File: config.mk
export PLATFORM = sky130hd
export DESIGN_NAME = draw_point_arbiter_flat
export DESIGN_NICKNAME = d
export VERILOG_FILES = /design/src/rtl/draw_point_arbiter_pkg.sv /design/src/rtl/draw_point_arbiter_if.sv /design/src/rtl/draw_point_out_reg.sv /design/src/rtl/draw_point_arbiter.sv /design/src/flat_wrapper.sv
export SDC_FILE = /design/constraint.sdc
export NUM_CORES = 1
export LEC_CHECK = 0
export CELL_PAD_IN_SITES_DETAIL_PLACEMENT = 2
export CELL_PAD_IN_SITES_GLOBAL_PLACEMENT = 2
export CORE_ASPECT_RATIO = 1.25
export CORE_UTILIZATION = 24
export DETAILED_ROUTE_END_ITERATION = 10
export GPL_TIMING_DRIVEN = 0
export PLACE_DENSITY_LB_ADDON = 0.1
export SLEW_MARGIN = 20
export SYNTH_ARGS = -nofsm -noshare
export SYNTH_HDL_FRONTEND = slang
export SYNTH_SLANG_ARGS = --single-unit
File: constraint.sdc
create_clock -name csi_clock_clk -period 3.86 [get_ports csi_clock_clk]
set_input_delay 1.158 -clock csi_clock_clk [delete_from_list [all_inputs] [get_ports csi_clock_clk]]
set_output_delay 1.158 -clock csi_clock_clk [all_outputs]
set_load 0.03 [all_outputs]
File: src/rtl/draw_point_arbiter_pkg.sv
// Shared draw-point types: point/beat structs, source encoding, FSM codes, screen size.
// Screen constants are also used by the VGA driver so both agree on the visible area.
package draw_point_arbiter_pkg;

  localparam int H_ACTIVE_DEF = 640;
  localparam int V_ACTIVE_DEF = 480;

  localparam logic [1:0] ST_IDLE    = 2'd0;
  localparam logic [1:0] ST_GNT_CPU = 2'd1;
  localparam logic [1:0] ST_GNT_CAM = 2'd2;

  typedef enum logic {
    SRC_CPU = 1'b0,
    SRC_CAM = 1'b1
  } src_e;

  typedef struct packed {
    logic [9:0]  x;
    logic [8:0]  y;
    logic [23:0] rgb;
  } point_t;

  typedef struct packed {
    src_e   src;
    point_t pt;
  } out_beat_t;

  function automatic logic on_screen(input point_t p, input int h_active, input int v_active);
    return (32'(p.x) < h_active) && (32'(p.y) < v_active);
  endfunction

endpackage

File: src/rtl/draw_point_arbiter_if.sv
// Draw-point stream interfaces: requester side carries burst 'last', driver side carries source tag.
// Transfer happens on a cycle where valid and ready are both high.
interface draw_point_req_if;
  import draw_point_arbiter_pkg::*;

  logic   valid;
  logic   ready;
  point_t pt;
  logic   last;

  modport master (output valid, pt, last, input ready);
  modport slave  (input valid, pt, last, output ready);
endinterface

interface draw_point_out_if;
  import draw_point_arbiter_pkg::*;

  logic   valid;
  logic   ready;
  point_t pt;
  src_e   src;

  modport master (output valid, pt, src, input ready);
  modport slave  (input valid, pt, src, output ready);
endinterface

File: src/rtl/draw_point_out_reg.sv
// Single-entry valid/ready output register: data appears one cycle after load, held while stalled.
// in_rdy is high when the register is empty or being drained this cycle.
module draw_point_out_reg
  import draw_point_arbiter_pkg::*;
(
  input  logic      clk,
  input  logic      rst,
  input  logic      in_vld,
  input  out_beat_t in_dat,
  output logic      in_rdy,
  output logic      out_vld,
  output out_beat_t out_dat,
  input  logic      out_rdy
);

  logic      vld_q, vld_d;
  out_beat_t dat_q, dat_d;

  always_comb begin
    vld_d = vld_q;
    dat_d = dat_q;
    if (in_vld) begin
      vld_d = 1'b1;
      dat_d = in_dat;
    end else if (out_rdy) begin
      vld_d = 1'b0;
    end
  end

  always_ff @(posedge clk or posedge rst) begin
    if (rst) begin
      vld_q <= 1'b0;
      dat_q <= '0;
    end else begin
      vld_q <= vld_d;
      dat_q <= dat_d;
    end
  end

  assign in_rdy  = !vld_q || out_rdy;
  assign out_vld = vld_q;
  assign out_dat = dat_q;

endmodule

File: src/rtl/draw_point_arbiter.sv
// Burst round-robin arbiter (CPU/camera) onto the draw-point bus; beat visible 1 cycle after accept,
// requester ready follows the output register. Optional statistics: DRAW_POINT_ARBITER_STATS_EN.
module draw_point_arbiter
  import draw_point_arbiter_pkg::*;
#(
  parameter int H_ACTIVE  = H_ACTIVE_DEF,
  parameter int V_ACTIVE  = V_ACTIVE_DEF,
  parameter int MAX_BURST = 640
) (
  input  logic             csi_clock_clk,
  input  logic             rsi_reset_reset,
  draw_point_req_if.slave  asi_cpu,
  draw_point_req_if.slave  asi_cam,
  draw_point_out_if.master aso_draw,
  output logic [31:0]      sts_cpu_count,
  output logic [31:0]      sts_cam_count,
  output logic [31:0]      sts_drop_count
);

  logic [1:0] state_q, state_d;
  src_e       rr_q, rr_d;
  logic [9:0] beat_cnt_q, beat_cnt_d;

  logic      out_in_rdy;
  logic      sel_vld, sel_last, acc, fwd, burst_end;
  point_t    sel_pt;
  src_e      sel_src;
  out_beat_t out_dat;

  always_comb begin
    sel_vld       = 1'b0;
    sel_pt        = asi_cpu.pt;
    sel_last      = asi_cpu.last;
    sel_src       = SRC_CPU;
    asi_cpu.ready = 1'b0;
    asi_cam.ready = 1'b0;
    case (state_q)
      ST_GNT_CPU: begin
        sel_vld       = asi_cpu.valid;
        asi_cpu.ready = out_in_rdy;
      end
      ST_GNT_CAM: begin
        sel_vld       = asi_cam.valid;
        sel_pt        = asi_cam.pt;
        sel_last      = asi_cam.last;
        sel_src       = SRC_CAM;
        asi_cam.ready = out_in_rdy;
      end
      default: ;
    endcase
  end

  // Off-screen beats are consumed and counted toward the burst, but never reach the driver.
  assign acc       = sel_vld && out_in_rdy;
  assign fwd       = acc && on_screen(sel_pt, H_ACTIVE, V_ACTIVE);
  assign burst_end = acc && (sel_last || (beat_cnt_q == 10'(MAX_BURST - 1)));

  always_comb begin
    state_d    = state_q;
    rr_d       = rr_q;
    beat_cnt_d = beat_cnt_q;
    case (state_q)
      ST_IDLE: begin
        // rr_q holds the last source served; on a tie the other one wins.
        if (asi_cpu.valid && (!asi_cam.valid || rr_q == SRC_CAM)) begin
          state_d = ST_GNT_CPU;
        end else if (asi_cam.valid) begin
          state_d = ST_GNT_CAM;
        end
      end
      ST_GNT_CPU, ST_GNT_CAM: begin
        if (burst_end) begin
          state_d    = ST_IDLE;
          rr_d       = sel_src;
          beat_cnt_d = '0;
        end else if (acc) begin
          beat_cnt_d = beat_cnt_q + 10'd1;
        end
      end
      default: state_d = ST_IDLE;
    endcase
  end

  always_ff @(posedge csi_clock_clk or posedge rsi_reset_reset) begin
    if (rsi_reset_reset) begin
      state_q    <= ST_IDLE;
      rr_q       <= SRC_CAM;
      beat_cnt_q <= '0;
    end else begin
      state_q    <= state_d;
      rr_q       <= rr_d;
      beat_cnt_q <= beat_cnt_d;
    end
  end

  draw_point_out_reg u_out_reg (
    .clk     (csi_clock_clk),
    .rst     (rsi_reset_reset),
    .in_vld  (fwd),
    .in_dat  ('{src: sel_src, pt: sel_pt}),
    .in_rdy  (out_in_rdy),
    .out_vld (aso_draw.valid),
    .out_dat (out_dat),
    .out_rdy (aso_draw.ready)
  );

  assign aso_draw.pt  = out_dat.pt;
  assign aso_draw.src = out_dat.src;

`ifdef DRAW_POINT_ARBITER_STATS_EN
  logic        drop;
  logic [31:0] cpu_cnt_q, cpu_cnt_d, cam_cnt_q, cam_cnt_d, drop_cnt_q, drop_cnt_d;

  assign drop = acc && !fwd;

  always_comb begin
    cpu_cnt_d  = cpu_cnt_q;
    cam_cnt_d  = cam_cnt_q;
    drop_cnt_d = drop_cnt_q;
    if (fwd && sel_src == SRC_CPU) cpu_cnt_d = cpu_cnt_q + 32'd1;
    if (fwd && sel_src == SRC_CAM) cam_cnt_d = cam_cnt_q + 32'd1;
    if (drop) drop_cnt_d = drop_cnt_q + 32'd1;
  end

  always_ff @(posedge csi_clock_clk or posedge rsi_reset_reset) begin
    if (rsi_reset_reset) begin
      cpu_cnt_q  <= '0;
      cam_cnt_q  <= '0;
      drop_cnt_q <= '0;
    end else begin
      cpu_cnt_q  <= cpu_cnt_d;
      cam_cnt_q  <= cam_cnt_d;
      drop_cnt_q <= drop_cnt_d;
    end
  end

  assign sts_cpu_count  = cpu_cnt_q;
  assign sts_cam_count  = cam_cnt_q;
  assign sts_drop_count = drop_cnt_q;
`else
  assign sts_cpu_count  = '0;
  assign sts_cam_count  = '0;
  assign sts_drop_count = '0;
`endif

endmodule

File: src/flat_wrapper.sv
// flat-port wrapper written by rule: the top's interface ports become plain ports
module draw_point_arbiter_flat import draw_point_arbiter_pkg::*;
#(
  parameter int H_ACTIVE  = H_ACTIVE_DEF,
  parameter int V_ACTIVE  = V_ACTIVE_DEF,
  parameter int MAX_BURST = 640
)
  (csi_clock_clk, rsi_reset_reset, sts_cpu_count, sts_cam_count, sts_drop_count, asi_cpu_valid, asi_cpu_pt, asi_cpu_last, asi_cpu_ready, asi_cam_valid, asi_cam_pt, asi_cam_last, asi_cam_ready, aso_draw_valid, aso_draw_pt, aso_draw_src, aso_draw_ready);
  draw_point_req_if asi_cpu_i ();
  draw_point_req_if asi_cam_i ();
  draw_point_out_if aso_draw_i ();
  input  logic csi_clock_clk;
  input  logic rsi_reset_reset;
  output logic [31:0] sts_cpu_count;
  output logic [31:0] sts_cam_count;
  output logic [31:0] sts_drop_count;
  input wire logic [$bits(asi_cpu_i.valid)-1:0] asi_cpu_valid;
  input wire logic [$bits(asi_cpu_i.pt)-1:0] asi_cpu_pt;
  input wire logic [$bits(asi_cpu_i.last)-1:0] asi_cpu_last;
  output wire logic [$bits(asi_cpu_i.ready)-1:0] asi_cpu_ready;
  input wire logic [$bits(asi_cam_i.valid)-1:0] asi_cam_valid;
  input wire logic [$bits(asi_cam_i.pt)-1:0] asi_cam_pt;
  input wire logic [$bits(asi_cam_i.last)-1:0] asi_cam_last;
  output wire logic [$bits(asi_cam_i.ready)-1:0] asi_cam_ready;
  output wire logic [$bits(aso_draw_i.valid)-1:0] aso_draw_valid;
  output wire logic [$bits(aso_draw_i.pt)-1:0] aso_draw_pt;
  output wire logic [$bits(aso_draw_i.src)-1:0] aso_draw_src;
  input wire logic [$bits(aso_draw_i.ready)-1:0] aso_draw_ready;
  assign asi_cpu_i.valid = asi_cpu_valid;
  assign asi_cpu_i.pt = asi_cpu_pt;
  assign asi_cpu_i.last = asi_cpu_last;
  assign asi_cpu_ready = asi_cpu_i.ready;
  assign asi_cam_i.valid = asi_cam_valid;
  assign asi_cam_i.pt = asi_cam_pt;
  assign asi_cam_i.last = asi_cam_last;
  assign asi_cam_ready = asi_cam_i.ready;
  assign aso_draw_valid = aso_draw_i.valid;
  assign aso_draw_pt = aso_draw_i.pt;
  assign aso_draw_src = aso_draw_i.src;
  assign aso_draw_i.ready = aso_draw_ready;
  draw_point_arbiter #(.H_ACTIVE(H_ACTIVE), .V_ACTIVE(V_ACTIVE), .MAX_BURST(MAX_BURST)) u_core (.csi_clock_clk(csi_clock_clk), .rsi_reset_reset(rsi_reset_reset), .asi_cpu(asi_cpu_i), .asi_cam(asi_cam_i), .aso_draw(aso_draw_i), .sts_cpu_count(sts_cpu_count), .sts_cam_count(sts_cam_count), .sts_drop_count(sts_drop_count));
endmodule
Yosys cells after proc, flatten, opt, wreduce, memory -nomap -nowiden. Cells that the tools add are included.

Register bits: 58. Input port bits: 93. Output and inout port bits: 143. Logic and storage cells: 47.

Add/sub/neg operators: 1. Magnitude comparators: 2. Equal/unequal tests: 5. Mux-type cells: 14. Reductions and logical operators: 17.

Operators with widths (number): 43-bit two-way mux (1); 10-bit two-way mux (2); 10-bit by 1-bit adder with 10-bit output, second input constant (1); 10-bit == test, second input constant (1); 10-bit less-than comparator, second input constant (1); 9-bit less-than comparator, second input constant (1); 1-bit two-way mux (6); 2-bit two-way mux (3); 2-bit AND reduction (3); 1-bit logical AND (5); 2-bit case mux with 2 select lines (1); 2-bit nonzero test (2); 1-bit logical OR (3); 3-bit by 2-bit inequality test with 1-bit output, second input constant (1); 2-bit by 1-bit == test with 1-bit output, second input constant (1); 2-bit == test, second input constant (1); 1-bit logical NOT (2); 2-bit logical NOT (1); 2-bit by 1-bit inequality test with 1-bit output, second input constant (1); 1-bit case mux with 2 select lines (1); 2-bit OR reduction (1).

Depth between registers and ports, before layout. Gate-level depths: netlist of the first run.

Word-level depth: 6. Depth in mapped cells: 9. Depth with buffers taken out: 7.

By module. A second synthesis of the first run with hierarchy kept.

Cells, all modules: 327. Area total of the unflattened synthesis: 3930.0 um2.

By module, submodules not included: draw_point_arbiter (instances 1, cells an instance 230, area each 2054.5 um2, sequential area each 326.6 um2); draw_point_out_reg (instances 1, cells an instance 97, area each 1875.5 um2, sequential area each 1126.1 um2).

Least setup slack after synthesis of the first run. No wires, ideal clock.

Path kind: input to output. Start point: input aso_draw_ready. End point: output asi_cam_ready. Data arrival time: 1.659 ns. Data required time: 2.702 ns. Path slack: 1.043 ns. Stages on the path: 2. Buffers on the path: 0. Path through: nand2b_1 > and2_1.

Cells in the longest elaborated chain, start to end: 2.

Ends and longest elaborated chain: start, declared (RTL line flat_wrapper.sv:28) `input wire logic [$bits(aso_draw_i.ready)-1:0] aso_draw_ready;`; 1-bit logical OR (RTL line draw_point_out_reg.sv:40) `assign in_rdy = !vld_q || out_rdy;`; 1-bit two-way mux (RTL line draw_point_arbiter.sv:37) `case (state_q)`; end, declared (RTL line flat_wrapper.sv:24) `output wire logic [$bits(asi_cam_i.ready)-1:0] asi_cam_ready;`.

Every way passes these cells.

Worst setup path after layout of the first run.
Start point: input aso_draw_ready. End point: output asi_cpu_ready.

Cells in the longest elaborated chain, start to end: 2.

Ends and longest elaborated chain: 1-bit logical OR (RTL line draw_point_out_reg.sv:40); 1-bit two-way mux (RTL line draw_point_arbiter.sv:37); end, declared (RTL line flat_wrapper.sv:20) `output wire logic [$bits(asi_cpu_i.ready)-1:0] asi_cpu_ready;`.

Every way passes these cells.

==> flow_metrics.py, run 1 <==
metrics = {
    "outcome": {
        "outcome": "finished clean",
    },
    "worst_setup_path": {
        "critical_path_required_ps": 2700,
        "endpoint": "asi_cpu_ready",
        "crit_path_end_kind": "primary output",
        "cp-start-kind": "input port",
        "worstRegToRegCells": 9,
        "critical_path_cell_count": 4,
        "worst_stage_delay_on_the_critical_path_ps": 450,
        "timing.critical_path.fanout_max": 5,
        "worstSetupStartpoint": "aso_draw_ready",
        "worst-r2r-setup-slack_ps": 1430,
        "critPathArrivalTime_ps": 2400,
        "worstReg2RegStart": "u_core.state_q[0]$_DFFE_PP0P_",
        "path_delay_family": "buffers and inverters",
        "crit_path_top_delay_cell": "sky130_fd_sc_hd__clkdlybuf4s50_1",
        "timing.setup.critical_path_class": "in2out",
        "rr_endpoint": "u_core.u_out_reg.out_dat[16]$_DFFE_PP0P_",
        "critical_path_buf_inv_count": 2,
        "crit_chain": "clkdlybuf4s50_1 > nand2b_1 > and2_1 > dlygate4sd2_1",
    },
    "sta": {
        "finalClockSkew_ps": 3.002,
        "tightestPinTransition_ps": 618.2,
        "rsz0062_at_grt": "no",
        "maxClockFrequency_ghz": 0.2812,
        "final_hold_viol_count": 0,
        "fin_crit_sh": 0.9214,
        "number_of_pins_exceeding_their_max_slew_limit_in_the_final_report": 0,
        "final.setup.worst_slack_ps": 303.4,
        "report.final.setup_viol": 0,
        "slew-limit-headroom": 0.5879,
        "finalCriticalPeriod_ps": 3557,
    },
    "detailed_routing": {
        "finalWirelength_mm": 11.17,
        "drt.antenna.violating_nets": 0,
        "dr_pass1_iterations": 2,
        "drt-initial-drc-count": 39,
        "drcViolationCount": 0,
        "detailroute.via_count": 3022,
        "vias_per_cell": 3.820,
        "routedWlPerCell_um": 14.12,
    },
    "cells_and_area": {
        "post_route_cells_drive_above_1_share": 0.3661,
        "nNetsFinal": 671,
        "n_antenna_cell": 0,
        "register_area_sq_um": 1453,
        "fillers": 1718,
        "multiInputGateArea_sq_um": 1971,
        "area_growth_syn_to_layout_pct": 59.19,
    },
    "placement": {
        "pre_cts_slack_ps": -1.210,
        "dpl.hpwl_mm": 9.151,
        "gp_routability_congestion": 0.6906,
        "io_buffers": 139,
    },
    "clocking": {
        "ctsHtreeMaxLevel": 3,
        "holdBufCountCts": 0,
        "cts_buffer_count": 9,
        "cts.repair_timing.setup_buffer_count": 0,
        "clockRootBuffer": "sky130_fd_sc_hd__clkbuf_16",
        "cts.reportedPaths.clkPinSlew_ps": 50,
        "clock_sinks": 58,
        "clock_tree.buffer_depth": 2,
        "clock_tree_from_tritoncts": "done",
        "post_cts_resized": 1,
        "clkLatencyLatePin_ps": 330,
    },
    "logic_synthesis": {
        "synth-compound-area-share": 0.03377,
        "synthAdderAreaFrac": 0.01274,
        "seq_area_frac_synth": 0.3699,
        "post_synth_most_frequent_cells": "sky130_fd_sc_hd__buf_4 (97), sky130_fd_sc_hd__dfrtp_1 (57), sky130_fd_sc_hd__mux2_2 (46)",
        "synthDominantCellAreaShare": 0.3632,
        "synth.avg_cell_area_sq_um": 11.94,
        "synth-seq-cells": 58,
        "yosys.area.top_type": "sky130_fd_sc_hd__dfrtp_1",
        "ys_dominant_reg_cell": "sky130_fd_sc_hd__dfrtp_1",
        "synth-async-reset-ratio": 1.000,
        "synth_top_family_by_area": "multiplexers",
        "post-synth-top-count-cell": "sky130_fd_sc_hd__buf_4",
        "synth-edff-count": 0,
        "yosysUniqueCellTypes": 38,
        "synth.area.top_cells": "sky130_fd_sc_hd__dfrtp_1 (36%), sky130_fd_sc_hd__buf_4 (19%), sky130_fd_sc_hd__mux2_4 (15%)",
        "yosys-mux-area-fraction": 0.2874,
        "synthCells": 329,
        "synth_simple_gate_area_share": 0.06499,
        "synthesis.area_sq_um": 3928,
        "yosys_warnings": 0,
        "post_synth_xor_area_fraction": 0.01115,
    },
    "run": {
        "cap_viol_max_count": 0,
    },
    "floorplan": {
        "die-area_sq_um": 16880,
        "chipHeight_um": 145.0,
        "num_rows": 51,
        "design.core.area_sq_um": 15760,
        "start_util": 0.2492,
        "io-pin-count": 236,
        "die_x_um": 116.4,
    },
    "pwr": {
        "irDropWorstVdd_mv": 0.2156,
        "cellLeakagePower_nw": 2.970,
        "p_per_area_nw_per_um2": 671.3,
        "fin_total_pwr_mw": 4.197,
    },
    "grt": {
        "antenna_violations_before_repair": 0,
        "grt_max_degree": 50,
        "grt-ovfl-total": 0,
        "wire_length_of_the_first_global_routing_pass_mm": 17.56,
        "number_of_global_route_vias_before_repair": 3349,
        "grt_use_total": 0.1373,
    },
    "hold_path": {
        "worst_hold_path_type": "reg2reg",
    },
}
[how the worst min path moves through the flow]
| stage | startpoint | slack (ps) | cells past startpoint | to |
|---|---|---|---|---|
| global route | u_core.u_out_reg.out_dat[26]$_DFFE_PP0P_ | 530 | 1 | u_core.u_out_reg.out_dat[26]$_DFFE_PP0P_ |
| global placement | u_core.u_out_reg.out_dat[32]$_DFFE_PP0P_ | 480 | 1 | u_core.u_out_reg.out_dat[32]$_DFFE_PP0P_ |
| finish | u_core.u_out_reg.out_dat[32]$_DFFE_PP0P_ | 500 | 1 | u_core.u_out_reg.out_dat[32]$_DFFE_PP0P_ |
| CTS | u_core.u_out_reg.out_dat[32]$_DFFE_PP0P_ | 510 | 1 | u_core.u_out_reg.out_dat[32]$_DFFE_PP0P_ |
| detailed placement | u_core.u_out_reg.out_dat[20]$_DFFE_PP0P_ | 490 | 1 | u_core.u_out_reg.out_dat[20]$_DFFE_PP0P_ |
| floorplan | u_core.beat_cnt_q[1]$_DFFE_PP0P_ | 520 | 2 | u_core.beat_cnt_q[1]$_DFFE_PP0P_ |
[through the flow]
step / cell area, sq um / utilization / TNS, ps / std cells / hold slack (ps)
after detailed placement: 5971 / 0.3788 / -1.210 / 776 / 494.1
after floorplan: 4284 / - / 0 / 424 / 521.6
after CTS: 6250 / 0.3965 / 0 / 791 / 505.8
after global placement: 5941 / 0.3769 / -627.5 / 775 / 479.6
final: 6252 / 0.3967 / 0 / 791 / 498.2
after global routing: 6252 / 0.3967 / 0 / 791 / 525.3
[metal layers]
metal | GRT usage | routed length (um) | up-vias
met1 | 0.1387 | 3964 | 1458
met5 | 0 | 0 | -
met3 | 0.05263 | 1161 | 13
met2 | 0.2459 | 5849 | 134
met4 | 0.05641 | 192 | 0
li1 | - | - | 1417
[cell type report]
class                      count  share of cell area
inverter                       4            0.002802
multi-input combinational    255              0.3152
clock inverter                 2            0.001601
buffer                       106              0.1347
sequential                    58              0.2323
clock buffer                  14             0.04383
tap                          212             0.04243
timing repair buffer         140              0.2271
[state kept, by name, indices dropped and copies added, names as in the netlist]
| register | count |
|---|---|
| u_core.beat_cnt_q | 10 |
| u_core.u_out_reg.out_dat | 44 |
| u_core.u_out_reg.out_vld | 1 |
| u_core.state_q | 2 |
| u_core.rr_q | 1 |
[where the power goes]
| group | total [mW] | internal, mW | switching, mW |
|---|---|---|---|
| sequential | 1.03 | 0.875 | 0.154 |
| clock | 0.756 | 0.485 | 0.271 |
| combinational | 2.41 | 1.21 | 1.20 |
| total | 4.20 | 2.57 | 1.63 |
[placed cells by master, fill, tap and decap left out, types with 4 or more instances in the layout]
master / count
sky130_fd_sc_hd__clkbuf_1: 5
sky130_fd_sc_hd__nand2_1: 11
sky130_fd_sc_hd__a21oi_1: 4
sky130_fd_sc_hd__conb_1: 96
sky130_fd_sc_hd__o21ai_0: 4
sky130_fd_sc_hd__clkdlybuf4s50_1: 137
sky130_fd_sc_hd__mux2i_1: 4
sky130_fd_sc_hd__nor2_1: 7
sky130_fd_sc_hd__mux2_2: 46
sky130_fd_sc_hd__nand2b_1: 4
sky130_fd_sc_hd__ha_1: 4
sky130_fd_sc_hd__clkbuf_16: 9
sky130_fd_sc_hd__mux2_4: 38
sky130_fd_sc_hd__nand3_1: 5
sky130_fd_sc_hd__buf_12: 4
sky130_fd_sc_hd__nor3_1: 4
sky130_fd_sc_hd__buf_4: 97
sky130_fd_sc_hd__dfrtp_1: 57
[logic make-up (layout without fill, tap and decap cells)]
group                    count (synthesis)  count (layout)
AO/OA/AOI/OAI                           17              17
XOR/XNOR                                 5               5
adder cells (fa/ha/maj)                  4               4
buffers and inverters                  111             266
flip-flops                              58              58
multiplexers                            88              88
other                                    1              96
AND/OR/NAND/NOR                         45              45
Power figures use the tool's default switching activity.
==> inputs of run 2 (changes only) <==
Settings changed: CORE_UTILIZATION 24 to 22, REMOVE_ABC_BUFFERS from default to 1.
Clock period 3.86 ns to 3.3 ns, I/O delays scaled along.
==> run 2 against run 1 <==
Compared with the run above:
- worst setup slack worse by 220 ps
- sequential power up 17%
- cell area down 12%
- hold slack better by 5.9 ps
- cell count down 12%
- register-to-register slack worse by 950 ps
- die area up 8.9%
- routed wire length down 5.1%
- non-clock buffer count down 104
- largest power group unchanged
==> flow_metrics.py, run 2 (synthesis gave the netlist of run 1 again) <==
metrics = {
    "outcome": {
        "outcome": "finished clean",
    },
    "placement": {
        "io_buffers": 139,
        "gp_routability_congestion": 0.6802,
        "detailed_place.area_sq_um": 5207,
        "dpl.hpwl_mm": 8.039,
    },
    "worst_setup_path": {
        "crit_path_top_delay_cell": "sky130_fd_sc_hd__clkdlybuf4s50_1",
        "worst-r2r-setup-slack_ps": 480,
        "worstReg2RegStart": "u_core.state_q[0]$_DFFE_PP0P_",
        "critical_path_required_ps": 2310,
        "critPathArrivalTime_ps": 2220,
        "crit_chain": "clkdlybuf4s50_1 > nand2b_1 > and2_1 > dlygate4sd2_1",
        "timing.critical_path.fanout_max": 5,
        "worstSetupStartpoint": "aso_draw_ready",
        "crit_path_end_kind": "primary output",
        "timing.setup.critical_path_class": "in2out",
        "cp-start-kind": "input port",
        "worst_stage_delay_on_the_critical_path_ps": 450,
    },
    "cells_and_area": {
        "area_growth_syn_to_layout_pct": 40.30,
        "final_area_sq_um": 5510,
        "n_antenna_cell": 0,
        "most-common-layout-cells": "sky130_fd_sc_hd__clkdlybuf4s50_1 (137), sky130_fd_sc_hd__conb_1 (96), sky130_fd_sc_hd__dfrtp_1 (57)",
        "nNetsFinal": 567,
        "largest_register_ffs": 44,
        "layout.cells.most_common": "sky130_fd_sc_hd__clkdlybuf4s50_1",
        "post_route_cells_drive_above_1_share": 0.2421,
    },
    "grt": {
        "grt-ovfl-total": 0,
        "grt_max_degree": 42,
        "antenna_violations_before_repair": 0,
        "wire_length_of_the_first_global_routing_pass_mm": 16.04,
        "grt_use_total": 0.1181,
        "number_of_global_route_vias_before_repair": 2888,
    },
    "clocking": {
        "clock_sinks": 58,
        "ctsHtreeMaxLevel": 3,
        "cts_buffer_count": 9,
        "clock_tree_from_tritoncts": "done",
        "cts.reportedPaths.clkPinSlew_ps": 50,
        "clkLatencyLatePin_ps": 330,
        "clock_tree.buffer_depth": 2,
        "holdBufCountCts": 0,
        "clockRootBuffer": "sky130_fd_sc_hd__clkbuf_16",
    },
    "sta": {
        "report.final.setup_viol": 0,
        "number_of_pins_exceeding_their_max_slew_limit_in_the_final_report": 0,
        "finalCriticalPeriod_ps": 3212,
        "final_hold_viol_count": 0,
        "rsz0062_at_grt": "no",
        "fin_crit_sh": 0.9735,
        "fin_hold_ws_ps": 504.1,
        "finalClockSkew_ps": 5.695,
        "maxClockFrequency_ghz": 0.3113,
    },
    "pwr": {
        "p_per_area_nw_per_um2": 887.2,
        "switching_fraction_of_total_power": 0.3917,
        "power.share.combinational": 0.555,
        "fin_total_pwr_mw": 4.889,
        "irDropWorstVdd_mv": 0.3048,
        "cellLeakagePower_nw": 2.405,
        "clock_group_share_of_total_power": 0.197,
        "power.net_switching_mw": 1.915,
        "power_internal_mw": 2.974,
        "sequential_cell_fraction_of_total_power": 0.248,
    },
    "floorplan": {
        "chipHeight_um": 151.4,
        "io-pin-count": 236,
        "design.core.area_sq_um": 17430,
        "num_rows": 54,
        "die_x_um": 121.5,
        "die-area_sq_um": 18390,
        "start_util": 0.2253,
    },
    "detailed_routing": {
        "drt.antenna.violating_nets": 0,
        "vias_per_cell": 3.787,
        "drcViolationCount": 0,
        "drt-initial-drc-count": 38,
        "dr_pass1_iterations": 4,
        "detailroute.via_count": 2647,
        "routedWlPerCell_um": 15.15,
        "finalWirelength_mm": 10.59,
    },
    "run": {
        "cap_viol_max_count": 0,
    },
    "hold_path": {
        "min-delay-start": "u_core.u_out_reg.out_dat[32]$_DFFE_PP0P_",
        "worst_hold_path_type": "reg2reg",
    },
}
## run 2: final timing paths
check                                                            to  cells past startpoint
hold / removal             u_core.u_out_reg.out_dat[32]$_DFFE_PP0P_                      1
min in group asynchronous             u_core.state_q[0]$_DFFE_PP0P_                      2
setup / recovery                                      asi_cam_ready                      4
setup reg to reg            u_core.u_out_reg.out_dat[6]$_DFFE_PP0P_                      8
max in group asynchronous  u_core.u_out_reg.out_dat[14]$_DFFE_PP0P_                      3
hold reg to reg            u_core.u_out_reg.out_dat[32]$_DFFE_PP0P_                      1
## run 2: critical path: cells and delay by family
family                 cells  cell delay [ps]
buffers and inverters      2              850
and+or+nand+nor            2              390
## run 2: stage by stage
stage	utilization	setup TNS [ps]	std cells	setup slack [ps]
final	0.3161	0	699	87.55
after global routing	0.3161	0	699	31.34
after CTS	0.3161	0	699	72.62
after detailed placement	0.2987	-371.3	683	-189.5
after global placement	0.2931	-159250	680	-2673
after floorplan	-	-36690	317	-939.7
## run 2: cell type report
cell class,instances,area [sq um]
flip-flops and latches,58,1453
repair buffers,142,1464
multi-input cells,255,1991
clock buffers,11,252.7
well taps,224,280.3
clock inverters,5,52.55
fillers,1934,11920
inverters,4,17.52
## run 2: what timing repair did
action                     CTS  global route
resized for setup            2             0
setup endpoints to repair    2             0
buffers inserted             0             0
## run 2: power by group through the flow
| stage | sequential, mW | clock [mW] | combinational, mW |
|---|---|---|---|
| 4_1_cts | 1.22 | 1.00 | 2.78 |
| 5_1_grt | 1.26 | 1.04 | 2.89 |
| 3_5_place_dp | 1.21 | 0 | 2.78 |
| 2_1_floorplan | 1.74 | 0 | 1.21 |
| 6_report | 1.21 | 0.963 | 2.71 |
| 3_3_place_gp | 1.20 | 0 | 2.72 |
## run 2: routing by layer
layer / part of all wire / track usage / routed length (um)
met1: 0.37 / 0.1236 / 3877
met2: 0.51 / 0.1938 / 5386
met3: 0.12 / 0.07267 / 1234
met4: 0.0090 / 0.03889 / 95
met5: 0 / 0 / 0
==> inputs of run 3 (changes only) <==
Settings changed: CORE_UTILIZATION 22 to 24.
Clock period 3.3 ns to 3.82 ns, I/O delays scaled along.
==> run 3 against run 2 <==
Compared with the run above:
- sequential power is 14% lower
- non-clock buffer count stayed put
- highest routed layer unchanged
- largest power group unchanged
- critical endpoint unchanged
- total power is 13% lower
- global-route usage is 1.2 points higher
- critical path type unchanged
==> flow_metrics.py, run 3 (synthesis gave the netlist of run 1 again) <==
metrics = {
    "floorplan": {
        "start_util": 0.2492,
        "design.core.area_sq_um": 15760,
        "chipHeight_um": 145.0,
        "num_rows": 51,
        "die-area_sq_um": 16880,
        "die_x_um": 116.4,
        "io-pin-count": 236,
    },
    "sta": {
        "report.final.setup_viol": 0,
        "fin_crit_sh": 0.8891,
        "fin_hold_ws_ps": 495.9,
        "finalClockSkew_ps": 6.145,
        "maxClockFrequency_ghz": 0.2944,
        "finalCriticalPeriod_ps": 3396,
        "final.setup.tns_ps": 0,
        "final_hold_viol_count": 0,
        "number_of_pins_exceeding_their_max_slew_limit_in_the_final_report": 0,
        "final.setup.worst_slack_ps": 423.8,
        "rsz0062_at_grt": "no",
    },
    "worst_setup_path": {
        "critical_path_buf_inv_count": 2,
        "path_delay_family": "buffers and inverters",
        "worst-r2r-setup-slack_ps": 1100,
        "rr_endpoint": "u_core.u_out_reg.out_dat[6]$_DFFE_PP0P_",
        "critical_path_required_ps": 2670,
        "crit_path_top_delay_cell": "sky130_fd_sc_hd__clkdlybuf4s50_1",
        "worstReg2RegStart": "u_core.state_q[0]$_DFFE_PP0P_",
        "critical_path_cell_count": 4,
        "crit_path_end_kind": "primary output",
        "crit_chain": "clkdlybuf4s50_1 > nand2b_1 > and2_1 > dlymetal6s2s_1",
        "cp-start-kind": "input port",
        "worstSetupStartpoint": "aso_draw_ready",
        "critPathArrivalTime_ps": 2250,
        "worst_stage_delay_on_the_critical_path_ps": 450,
        "endpoint": "asi_cam_ready",
        "worstRegToRegCells": 7,
        "timing.critical_path.fanout_max": 5,
        "timing.setup.critical_path_class": "in2out",
    },
    "grt": {
        "grt_use_total": 0.1303,
        "wire_length_of_the_first_global_routing_pass_mm": 16.47,
        "grt-ovfl-total": 0,
        "grt_max_degree": 44,
        "antenna_violations_before_repair": 1,
        "number_of_global_route_vias_before_repair": 2955,
    },
    "clocking": {
        "holdBufCountCts": 0,
        "ctsHtreeMaxLevel": 3,
        "clockRootBuffer": "sky130_fd_sc_hd__clkbuf_16",
        "clkLatencyLatePin_ps": 330,
        "cts_buffer_count": 9,
        "cts.reportedPaths.clkPinSlew_ps": 50,
        "clock_tree.buffer_depth": 2,
        "cts.repair_timing.setup_buffer_count": 0,
        "clock_sinks": 58,
        "clock_tree_from_tritoncts": "done",
    },
    "run": {
        "cap_viol_max_count": 0,
    },
    "placement": {
        "io_buffers": 139,
        "detailed_place.area_sq_um": 5192,
        "gp_routability_congestion": 0.6751,
        "dpl.hpwl_mm": 8.037,
        "place.detailed.instances": 671,
        "pre_cts_slack_ps": 45.60,
    },
    "cells_and_area": {
        "nNetsFinal": 567,
        "layout.cells.most_common": "sky130_fd_sc_hd__clkdlybuf4s50_1",
        "final_cell_count_no_fill": 688,
        "multiInputGateArea_sq_um": 1991,
        "final_area_sq_um": 5520,
        "register_area_sq_um": 1453,
        "post_route_cells_drive_above_1_share": 0.2400,
        "largest_register_ffs": 44,
        "fillers": 1737,
        "most-common-layout-cells": "sky130_fd_sc_hd__clkdlybuf4s50_1 (137), sky130_fd_sc_hd__conb_1 (96), sky130_fd_sc_hd__dfrtp_1 (57)",
        "area_growth_syn_to_layout_pct": 40.55,
        "final_core_util": 0.3502,
    },
    "detailed_routing": {
        "vias_per_cell": 3.871,
        "dr_pass1_iterations": 4,
        "drcViolationCount": 0,
        "routedWlPerCell_um": 15.38,
        "drt-initial-drc-count": 47,
        "drt.antenna.violating_nets": 0,
        "detailroute.via_count": 2663,
        "finalWirelength_mm": 10.58,
    },
    "pwr": {
        "cellLeakagePower_nw": 2.432,
        "fin_total_pwr_mw": 4.260,
        "p_per_area_nw_per_um2": 771.8,
        "irDropWorstVdd_mv": 0.2803,
    },
    "hold_path": {
        "worst_hold_path_type": "reg2reg",
    },
    "outcome": {
        "outcome": "finished clean",
    },
}
-- run 3: cell types whose count changed in the layout (fill, tap and decap cells not counted), sizes merged --
cell,change
clkinv,-1
diode,+1
bufinv,+1
dlygate4sd2,-2
dlymetal6s2s,+2
-- run 3: final cells by class --
type | count | area share
flip-flops and latches | 58 | 0.2631
repair buffers | 142 | 0.2665
diodes | 1 | 0.0004533
inverters | 4 | 0.003173
well taps | 212 | 0.04805
multi-input cells | 255 | 0.3606
clock buffers | 11 | 0.04397
clock inverters | 5 | 0.01405
-- run 3: what timing repair did --
| item | 4_1_cts | 5_1_grt |
|---|---|---|
| resized for setup | 0 | 2 |
| endpoints found under the setup margin | 0 | 2 |
| hold endpoints to repair | 0 | 0 |
-- run 3: worst min-delay path by stage --
stage / startpoint / end / slack, ps / cells past startpoint
4_1_cts: u_core.u_out_reg.out_dat[32]$_DFFE_PP0P_ / u_core.u_out_reg.out_dat[32]$_DFFE_PP0P_ / 510 / 1
3_3_place_gp: u_core.u_out_reg.out_dat[32]$_DFFE_PP0P_ / u_core.u_out_reg.out_dat[32]$_DFFE_PP0P_ / 490 / 1
3_5_place_dp: u_core.u_out_reg.out_dat[32]$_DFFE_PP0P_ / u_core.u_out_reg.out_dat[32]$_DFFE_PP0P_ / 490 / 1
6_report: u_core.u_out_reg.out_dat[32]$_DFFE_PP0P_ / u_core.u_out_reg.out_dat[32]$_DFFE_PP0P_ / 500 / 1
5_1_grt: u_core.u_out_reg.out_dat[32]$_DFFE_PP0P_ / u_core.u_out_reg.out_dat[32]$_DFFE_PP0P_ / 520 / 1
2_1_floorplan: u_core.beat_cnt_q[1]$_DFFE_PP0P_ / u_core.beat_cnt_q[1]$_DFFE_PP0P_ / 520 / 2
-- run 3: power breakdown --
| group | internal [mW] | total (mW) | switching, mW | leakage, nW |
|---|---|---|---|---|
| sequential | 0.884 | 1.04 | 0.160 | 0.717 |
| clock | 0.586 | 0.877 | 0.291 | 0.156 |
| combinational | 1.15 | 2.34 | 1.19 | 1.56 |
| total | 2.62 | 4.26 | 1.64 | 2.43 |
-- run 3: per-layer routing --
metal	vias to the layer above	track usage	wire, um
met5	-	0	0
met4	0	0.04744	173
met3	12	0.07393	1219
met2	118	0.2059	5210
met1	1319	0.1434	3973
li1	1214	-	-
